## src/rtl/rv32_mem_arbiter_pkg.sv

```systemverilog
// Shared types and constants for the rv32 instruction/data SRAM arbiter.
package rv32_mem_pkg;

  typedef enum logic [1:0] {
    IDLE   = 2'd0,
    ACCESS = 2'd1,
    RESP   = 2'd2
  } state_t;

  localparam logic       PORT_I       = 1'b0;
  localparam logic       PORT_D       = 1'b1;
  localparam logic [3:0] WSTRB_FULL   = 4'hF;
  localparam int         RESP_LATENCY = 2;

  // A request is rejected when it is not word aligned or is a store that enables no bytes.
  function automatic logic is_misaligned(logic [1:0] lsb, logic we, logic [3:0] wstrb);
    return (lsb != 2'b00) || (we && (wstrb == 4'h0));
  endfunction

endpackage

```

## src/rtl/rv32_mem_arbiter_if.sv

```systemverilog
// Request/response channels of the fetch and data ports plus the SRAM macro pins.
interface rv32_mem_arbiter_if #(parameter int AW = 8);

  logic          i_req_valid;
  logic          i_req_ready;
  logic [31:0]   i_req_addr;
  logic          i_resp_valid;
  logic [31:0]   i_resp_rdata;
  logic          i_resp_err;

  logic          d_req_valid;
  logic          d_req_ready;
  logic [31:0]   d_req_addr;
  logic          d_req_we;
  logic [31:0]   d_req_wdata;
  logic [3:0]    d_req_wstrb;
  logic          d_resp_valid;
  logic [31:0]   d_resp_rdata;
  logic          d_resp_err;

  logic          sram_en;
  logic [3:0]    sram_we;
  logic [AW-1:0] sram_addr;
  logic [31:0]   sram_wdata;
  logic [31:0]   sram_rdata;

  modport slave (
    input  i_req_valid, i_req_addr,
    input  d_req_valid, d_req_addr, d_req_we, d_req_wdata, d_req_wstrb,
    input  sram_rdata,
    output i_req_ready, i_resp_valid, i_resp_rdata, i_resp_err,
    output d_req_ready, d_resp_valid, d_resp_rdata, d_resp_err,
    output sram_en, sram_we, sram_addr, sram_wdata
  );

  modport master (
    output i_req_valid, i_req_addr,
    output d_req_valid, d_req_addr, d_req_we, d_req_wdata, d_req_wstrb,
    output sram_rdata,
    input  i_req_ready, i_resp_valid, i_resp_rdata, i_resp_err,
    input  d_req_ready, d_resp_valid, d_resp_rdata, d_resp_err,
    input  sram_en, sram_we, sram_addr, sram_wdata
  );

endinterface

```

## src/rtl/rv32_mem_arbiter_pick.sv

```systemverilog
// Grant selection between fetch and data requesters, with a data-streak limiter
// that forces a fetch grant after MAX_D_STREAK data wins against a pending fetch.
module rv32_mem_arb_pick #(
  parameter int MAX_D_STREAK = 4
) (
  input  logic clk,
  input  logic rst,
  input  logic i_valid,
  input  logic d_valid,
  input  logic idle,
  input  logic fire,
  output logic grant_i,
  output logic grant_d
);

  localparam int            SW         = $clog2(MAX_D_STREAK + 1);
  localparam logic [SW-1:0] STREAK_MAX = SW'(MAX_D_STREAK);
  localparam logic [SW-1:0] STREAK_0   = {SW{1'b0}};

  logic [SW-1:0] streak_r;
  logic          force_i_s;

  // Winner select: data wins a tie unless it has used up its streak.
  always_comb begin
    grant_i   = 1'b0;
    grant_d   = 1'b0;
    force_i_s = (streak_r == STREAK_MAX);
    if (idle && i_valid && d_valid) begin
      grant_i = force_i_s;
      grant_d = !force_i_s;
    end else if (idle) begin
      grant_i = i_valid;
      grant_d = d_valid;
    end else begin
      grant_i = 1'b0;
      grant_d = 1'b0;
    end
  end

  // Streak counter: counts data wins only while a fetch is waiting.
  always_ff @(posedge clk) begin
    if (rst) begin
      streak_r <= STREAK_0;
    end else if (idle && !i_valid) begin
      streak_r <= STREAK_0;
    end else if (fire && grant_i) begin
      streak_r <= STREAK_0;
    end else if (fire && grant_d && (streak_r != STREAK_MAX)) begin
      streak_r <= streak_r + SW'(1);
    end else begin
      streak_r <= streak_r;
    end
  end

endmodule

```

## src/rtl/rv32_mem_arbiter.sv

```systemverilog
// Single-port SRAM shared by fetch and data ports, one transaction per 3 cycles.
// Optional alignment check is compiled in with `define RV32_MEM_ARB_ALIGN_CHECK_EN.
module rv32_mem_arbiter
  import rv32_mem_pkg::*;
#(
  parameter int MEM_WORDS    = 256,
  parameter int MAX_D_STREAK = 4
) (
  input  logic                clk,
  input  logic                rst,
  rv32_mem_arbiter_if.slave   bus,
  output logic                busy
);

  localparam int AW = $clog2(MEM_WORDS);

  state_t        state_r, state_s;
  logic          grant_i_s, grant_d_s, fire_s;
  logic [31:0]   addr_s, wdata_s;
  logic          we_s, mis_s;
  logic [3:0]    wstrb_s;
  logic          port_r, we_r, mis_r, busy_r;
  logic          sram_en_r;
  logic [3:0]    sram_we_r;
  logic [AW-1:0] sram_addr_r;
  logic [31:0]   sram_wdata_r, i_rdata_s, d_rdata_s;
  logic          i_resp_valid_r, d_resp_valid_r, i_resp_err_r, d_resp_err_r;
  logic          i_rsel_r, d_rsel_r;

  rv32_mem_arb_pick #(.MAX_D_STREAK(MAX_D_STREAK)) u_pick (
    .clk     (clk),
    .rst     (rst),
    .i_valid (bus.i_req_valid),
    .d_valid (bus.d_req_valid),
    .idle    (state_r == IDLE),
    .fire    (fire_s),
    .grant_i (grant_i_s),
    .grant_d (grant_d_s)
  );

  assign fire_s = grant_i_s | grant_d_s;

  // Next-state logic for the IDLE -> ACCESS -> RESP loop.
  always_comb begin
    state_s = state_r;
    case (state_r)
      IDLE:    if (fire_s) state_s = ACCESS; else state_s = IDLE;
      ACCESS:  state_s = RESP;
      RESP:    state_s = IDLE;
      default: state_s = IDLE;
    endcase
  end

  // Request mux towards the granted port.
  always_comb begin
    addr_s  = bus.i_req_addr;
    we_s    = 1'b0;
    wdata_s = 32'h0;
    wstrb_s = WSTRB_FULL;
    if (grant_d_s) begin
      addr_s  = bus.d_req_addr;
      we_s    = bus.d_req_we;
      wdata_s = bus.d_req_wdata;
      wstrb_s = bus.d_req_wstrb;
    end else begin
      addr_s  = bus.i_req_addr;
      we_s    = 1'b0;
      wdata_s = 32'h0;
      wstrb_s = WSTRB_FULL;
    end
`ifdef RV32_MEM_ARB_ALIGN_CHECK_EN
    mis_s = is_misaligned(addr_s[1:0], we_s, wstrb_s);
`else
    mis_s = 1'b0;
`endif
  end

  // State, latched request and registered SRAM/response outputs.
  always_ff @(posedge clk) begin
    if (rst) begin
      state_r        <= IDLE;
      busy_r         <= 1'b0;
      port_r         <= PORT_I;
      we_r           <= 1'b0;
      mis_r          <= 1'b0;
      sram_en_r      <= 1'b0;
      sram_we_r      <= 4'h0;
      sram_addr_r    <= {AW{1'b0}};
      sram_wdata_r   <= 32'h0;
      i_resp_valid_r <= 1'b0;
      d_resp_valid_r <= 1'b0;
      i_resp_err_r   <= 1'b0;
      d_resp_err_r   <= 1'b0;
      i_rsel_r       <= 1'b0;
      d_rsel_r       <= 1'b0;
    end else begin
      state_r        <= state_s;
      busy_r         <= (state_s != IDLE);
      sram_en_r      <= 1'b0;
      sram_we_r      <= 4'h0;
      i_resp_valid_r <= 1'b0;
      d_resp_valid_r <= 1'b0;
      i_resp_err_r   <= 1'b0;
      d_resp_err_r   <= 1'b0;
      i_rsel_r       <= 1'b0;
      d_rsel_r       <= 1'b0;
      case (state_r)
        IDLE: begin
          if (fire_s) begin
            port_r       <= grant_d_s ? PORT_D : PORT_I;
            we_r         <= we_s;
            mis_r        <= mis_s;
            sram_en_r    <= !mis_s;
            sram_we_r    <= (we_s && !mis_s) ? wstrb_s : 4'h0;
            sram_addr_r  <= addr_s[AW+1:2];
            sram_wdata_r <= wdata_s;
          end
        end
        ACCESS: begin
          i_resp_valid_r <= (port_r == PORT_I);
          d_resp_valid_r <= (port_r == PORT_D);
          i_resp_err_r   <= (port_r == PORT_I) && mis_r;
          d_resp_err_r   <= (port_r == PORT_D) && mis_r;
          i_rsel_r       <= (port_r == PORT_I) && !we_r && !mis_r;
          d_rsel_r       <= (port_r == PORT_D) && !we_r && !mis_r;
        end
        RESP: begin
          port_r <= port_r;
        end
        default: begin
          port_r <= port_r;
        end
      endcase
    end
  end

  // SRAM data only arrives in RESP, so read data is gated by registered selects.
  always_comb begin
    if (i_rsel_r) i_rdata_s = bus.sram_rdata; else i_rdata_s = 32'h0;
    if (d_rsel_r) d_rdata_s = bus.sram_rdata; else d_rdata_s = 32'h0;
  end

  assign bus.i_req_ready  = grant_i_s;
  assign bus.d_req_ready  = grant_d_s;
  assign bus.i_resp_valid = i_resp_valid_r;
  assign bus.d_resp_valid = d_resp_valid_r;
  assign bus.i_resp_err   = i_resp_err_r;
  assign bus.d_resp_err   = d_resp_err_r;
  assign bus.i_resp_rdata = i_rdata_s;
  assign bus.d_resp_rdata = d_rdata_s;
  assign bus.sram_en      = sram_en_r;
  assign bus.sram_we      = sram_we_r;
  assign bus.sram_addr    = sram_addr_r;
  assign bus.sram_wdata   = sram_wdata_r;
  assign busy             = busy_r;

endmodule

```

## src/flat_wrapper.sv

```systemverilog
// flat-port wrapper written by rule: the top's interface ports become plain ports
module rv32_mem_arbiter_flat import rv32_mem_pkg::*;
#(
  parameter int MEM_WORDS    = 256,
  parameter int MAX_D_STREAK = 4
)
  (clk, rst, busy, bus_i_req_valid, bus_i_req_addr, bus_d_req_valid, bus_d_req_addr, bus_d_req_we, bus_d_req_wdata, bus_d_req_wstrb, bus_sram_rdata, bus_i_req_ready, bus_i_resp_valid, bus_i_resp_rdata, bus_i_resp_err, bus_d_req_ready, bus_d_resp_valid, bus_d_resp_rdata, bus_d_resp_err, bus_sram_en, bus_sram_we, bus_sram_addr, bus_sram_wdata);
  rv32_mem_arbiter_if #(.AW((8))) bus_i ();
  input  logic clk;
  input  logic rst;
  output logic busy;
  input wire logic [$bits(bus_i.i_req_valid)-1:0] bus_i_req_valid;
  input wire logic [$bits(bus_i.i_req_addr)-1:0] bus_i_req_addr;
  input wire logic [$bits(bus_i.d_req_valid)-1:0] bus_d_req_valid;
  input wire logic [$bits(bus_i.d_req_addr)-1:0] bus_d_req_addr;
  input wire logic [$bits(bus_i.d_req_we)-1:0] bus_d_req_we;
  input wire logic [$bits(bus_i.d_req_wdata)-1:0] bus_d_req_wdata;
  input wire logic [$bits(bus_i.d_req_wstrb)-1:0] bus_d_req_wstrb;
  input wire logic [$bits(bus_i.sram_rdata)-1:0] bus_sram_rdata;
  output wire logic [$bits(bus_i.i_req_ready)-1:0] bus_i_req_ready;
  output wire logic [$bits(bus_i.i_resp_valid)-1:0] bus_i_resp_valid;
  output wire logic [$bits(bus_i.i_resp_rdata)-1:0] bus_i_resp_rdata;
  output wire logic [$bits(bus_i.i_resp_err)-1:0] bus_i_resp_err;
  output wire logic [$bits(bus_i.d_req_ready)-1:0] bus_d_req_ready;
  output wire logic [$bits(bus_i.d_resp_valid)-1:0] bus_d_resp_valid;
  output wire logic [$bits(bus_i.d_resp_rdata)-1:0] bus_d_resp_rdata;
  output wire logic [$bits(bus_i.d_resp_err)-1:0] bus_d_resp_err;
  output wire logic [$bits(bus_i.sram_en)-1:0] bus_sram_en;
  output wire logic [$bits(bus_i.sram_we)-1:0] bus_sram_we;
  output wire logic [$bits(bus_i.sram_addr)-1:0] bus_sram_addr;
  output wire logic [$bits(bus_i.sram_wdata)-1:0] bus_sram_wdata;
  assign bus_i.i_req_valid = bus_i_req_valid;
  assign bus_i.i_req_addr = bus_i_req_addr;
  assign bus_i.d_req_valid = bus_d_req_valid;
  assign bus_i.d_req_addr = bus_d_req_addr;
  assign bus_i.d_req_we = bus_d_req_we;
  assign bus_i.d_req_wdata = bus_d_req_wdata;
  assign bus_i.d_req_wstrb = bus_d_req_wstrb;
  assign bus_i.sram_rdata = bus_sram_rdata;
  assign bus_i_req_ready = bus_i.i_req_ready;
  assign bus_i_resp_valid = bus_i.i_resp_valid;
  assign bus_i_resp_rdata = bus_i.i_resp_rdata;
  assign bus_i_resp_err = bus_i.i_resp_err;
  assign bus_d_req_ready = bus_i.d_req_ready;
  assign bus_d_resp_valid = bus_i.d_resp_valid;
  assign bus_d_resp_rdata = bus_i.d_resp_rdata;
  assign bus_d_resp_err = bus_i.d_resp_err;
  assign bus_sram_en = bus_i.sram_en;
  assign bus_sram_we = bus_i.sram_we;
  assign bus_sram_addr = bus_i.sram_addr;
  assign bus_sram_wdata = bus_i.sram_wdata;
  rv32_mem_arbiter #(.MEM_WORDS(MEM_WORDS), .MAX_D_STREAK(MAX_D_STREAK)) u_core (.clk(clk), .rst(rst), .bus(bus_i), .busy(busy));
endmodule
```

## config.mk

```make
export PLATFORM = sky130hd
export DESIGN_NAME = rv32_mem_arbiter_flat
export DESIGN_NICKNAME = d
export VERILOG_FILES = /design/src/rtl/rv32_mem_arbiter_pkg.sv /design/src/rtl/rv32_mem_arbiter_if.sv /design/src/rtl/rv32_mem_arbiter_pick.sv /design/src/rtl/rv32_mem_arbiter.sv /design/src/flat_wrapper.sv
export SDC_FILE = /design/constraint.sdc
export NUM_CORES = 1
export LEC_CHECK = 0
export CORE_MARGIN = 4
export CORE_UTILIZATION = 28
export CTS_BUF_LIST = sky130_fd_sc_hd__clkbuf_4
export CTS_CLUSTER_SIZE = 28
export DETAILED_ROUTE_END_ITERATION = 10
export PLACE_DENSITY_LB_ADDON = 0.1
export SLEW_MARGIN = 20
export SYNTH_ARGS = -nofsm -noshare
export SYNTH_HDL_FRONTEND = slang
export SYNTH_SLANG_ARGS = --single-unit
```

## constraint.sdc

```tcl
create_clock -name clk -period 1.56 [get_ports clk]
set_input_delay 0.312 -clock clk [delete_from_list [all_inputs] [get_ports clk]]
set_output_delay 0.312 -clock clk [all_outputs]
set_load 0.01 [all_outputs]
```

==> results of run 1 <==
[layer usage]
metal  vias up  routed length [µm]  global-route usage
met5         -                  13                   0
met1      1492                4338              0.2145
met4         2                 150             0.05023
met3        14                 989             0.06375
met2       144                5843              0.3362
li1       1590                   -                   -
[cells in the mapped netlist, drive strengths merged]
master	n
a21boi	1
ha	2
a2111oi	8
and2	65
clkbuf	20
buf	16
nor3	3
and2b	1
and3	1
a21oi	45
nand3	34
nand4	2
o211ai	1
nor2	4
or2	3
or3b	1
nor4b	9
conb	1
nor4	8
nand2	5
o21ai	34
dfxtp	57
nor2b	1
inv	4
nor3b	5
[metrics by stage]
stage	hold slack (ns)	power [W]	cell area, µm²	cells	TNS, ns
5_1_grt	0.2113	0.004073	5519	679	-3.071
6_report	0.2271	0.003863	5519	679	-0.1060
3_3_place_gp	0.4342	0.002572	4972	653	-27.65
2_1_floorplan	0.4044	0.001989	2719	332	0
3_5_place_dp	0.4333	0.002583	4972	653	-28.83
4_1_cts	0.1895	0.003822	5091	676	-1.519
[timing repair]
action	CTS	global route
gates resized for setup	377	84
gates cloned	4	2
pin swaps	14	7
setup buffers	3	1
setup endpoints to repair	123	60
[registers in the layout, summed over array words and instances (netlist names)]
register and cells:
u_core.d_rsel_r 1, u_core.state_r 2, u_core.bus.d_resp_valid 1, u_core.port_r 1, u_core.bus.sram_en 1, u_core.we_r 1
u_core.bus.sram_addr 8, u_core.bus.i_resp_valid 1, u_core.bus.sram_wdata 32, u_core.bus.sram_we 4, u_core.busy 1, u_core.u_pick.streak_r 3
u_core.i_rsel_r 1
[kinds of logic (layout without fill, tap and decap cells)]
logic type | count (synthesis) | in the layout | share of synthesized area
AND/OR/NAND/NOR | 142 | 142 | 0.3209
adder cells (fa/ha/maj) | 2 | 2 | 0.009219
buffers and inverters | 40 | 258 | 0.06777
flip-flops | 57 | 57 | 0.4205
other | 1 | 2 | 0.001382
AO/OA/AOI/OAI | 89 | 89 | 0.1803
[worst min path at each step]
stage	cells past startpoint	to	startpoint	slack (ns)
CTS	3	u_core.i_rsel_r	rst	0.19
global placement	1	u_core.i_rsel_r	u_core.we_r	0.43
detailed placement	1	u_core.i_rsel_r	u_core.we_r	0.43
finish	3	u_core.i_rsel_r	rst	0.23
global route	3	u_core.i_rsel_r	rst	0.21
floorplan	1	u_core.i_rsel_r	u_core.we_r	0.40
[power groups by stage]
stage / sequential [W] / clock [W] / combinational, W
2_1_floorplan: 0.00167 / 0 / 0.000322
4_1_cts: 0.00160 / 0.00128 / 0.000948
5_1_grt: 0.00161 / 0.00136 / 0.00110
3_5_place_dp: 0.00163 / 0 / 0.000951
6_report: 0.00160 / 0.00124 / 0.00103
3_3_place_gp: 0.00163 / 0 / 0.000942
[final cells by class]
cell class / count / share of cell area
Tap cell: 129 / 0.02925
Timing Repair Buffer: 238 / 0.4353
Inverter: 4 / 0.002720
Clock buffer: 9 / 0.01224
Multi-Input combinational cell: 235 / 0.2945
Clock inverter: 7 / 0.01723
Sequential cell: 57 / 0.2088
[worst max-delay path, stage by stage (launching register included)]
cell and delay [ns]:
dfxtp_2 0.34, inv_2 0.06, ha_4 0.15, nand3_2 0.10, nand2_2 0.10, inv_2 0.04
buf_6 0.11
==> summary.txt, run 1 <==
outcome = finished, violations left
violated checks = setup timing
most frequent cells in the layout = clkdlybuf4s50_1 (86), buf_6 (55), dfxtp_1 (52)
Area Growth Syn to Fin = 103.4%
commonest non-fill, non-tap cell in the layout = clkdlybuf4s50_1
vias in the first global route = 3246
Pint = 0.002775 W
worst path arrival time = 1.29 ns
first-pass GRT wire length = 17080 µm
vias = 3242
number of library cell types mapped by synthesis = 34
critical path endpoint = bus_d_req_ready
Starting Density = 0.2909
Net Sw Frac = 0.2817
antenna diode count = 0
Final Skew = 0.01783 ns
worst hold-check path type = in2reg
Synth area leader = dfxtp_1
power per cell area = 699.9 mW/mm²
synth top area cells = dfxtp_1 (42%), and2_1 (15%), a21oi_1 (8.3%)
Skew-Pair Late Insertion Delay = 0.40 ns
number of max-cap violations = 0
Cell Area, Synth = 0.002714 mm²
Setup crit end kind = output pin
CP startpoint kind = register
Avg Inst Size Synth = 8.199 µm²
min Tclk post-route = 1.602 ns
Worst Setup SP = u_core.u_pick.streak_r[1]
CTS tree = built
Top Ports = 253
Total Die Area = 0.01133 mm²
grt total ovfl = 0
Reg-to-Reg Start = u_core.u_pick.streak_r[0]
critical path class = reg2out
Remaining DRCs = 0
Die Wd = 106.5 µm
Final nets = 684
Slew Viols, Final = 0
switching power of the nets = 0.001088 W
register bit total from synthesis = 57
drt pass-1 iters = 4
setup ws final = -0.04165 ns
clk slew on worst S/H paths = 0.11 ns
RSZ-0062 raised after global routing = true
Yosys warning count = 0
Max Clk Rate = 624.4 MHz
Post-Synthesis Cells = 331
combinational share of power = 0.266
fin crit share = 1.027
clock share of power = 0.320
CP max FO = 3
initial DRC count = 161
gpl congestion = 0.7746
dpl ws = -0.5843 ns
I/O Buffers = 202
CTS Buffer Depth = 2
die height = 106.5 µm
flop-to-flop setup slack = 0 ns
DR WL/cell = 16.69 µm
largest net degree at the start of global routing = 34
sequential element share of the synthesized area = 0.4205
CTS Buf Count = 9
H-tree lvl count = 3
Util after Layout = 0.5917
WP data required = 1.25 ns
worst-case vdd ir drop = 0.3950 mV
# clock sinks = 57
Hold Fails Final Rpt = 0
Antenna Nets Post-Route = 0
Multi-input gate area = 0.001625 mm²
LEAKAGE = 2.418 nW
wirelength, routed = 11340 µm
share of the synthesized area in the top cell type = 0.4205
fill count = 857
CORE AREA = 0.009328 mm²
Finish-stage setup viols = 9
Tot GR Track Use = 0.1884
share of layout cells above drive strength 1 = 0.3491
Reg power frac = 0.413
initial antenna violation count = 1
FF-to-FF End = u_core.bus.sram_we[3]
hold_buf cts = 0
routed vias/inst = 4.775
CTS root buffer = clkbuf_4
num rows = 35
Reg2Reg Depth = 8
dpl hpwl = 7945 µm
storage element area = 0.001152 mm²
Note: power is estimated with default switching activity, not from simulation.
==> run 2: changes to the inputs <==
--- a/config.mk
+++ b/config.mk
@@ -10,6 +10,7 @@
 export CTS_BUF_LIST = sky130_fd_sc_hd__clkbuf_4
 export CTS_CLUSTER_SIZE = 28
 export DETAILED_ROUTE_END_ITERATION = 10
+export HOLD_SLACK_MARGIN = 0.15
 export PLACE_DENSITY_LB_ADDON = 0.1
 export SLEW_MARGIN = 20
 export SYNTH_ARGS = -nofsm -noshare
==> results of run 2 <==
Same layout as run 1: the final DEF is identical, and so are final timing and power.
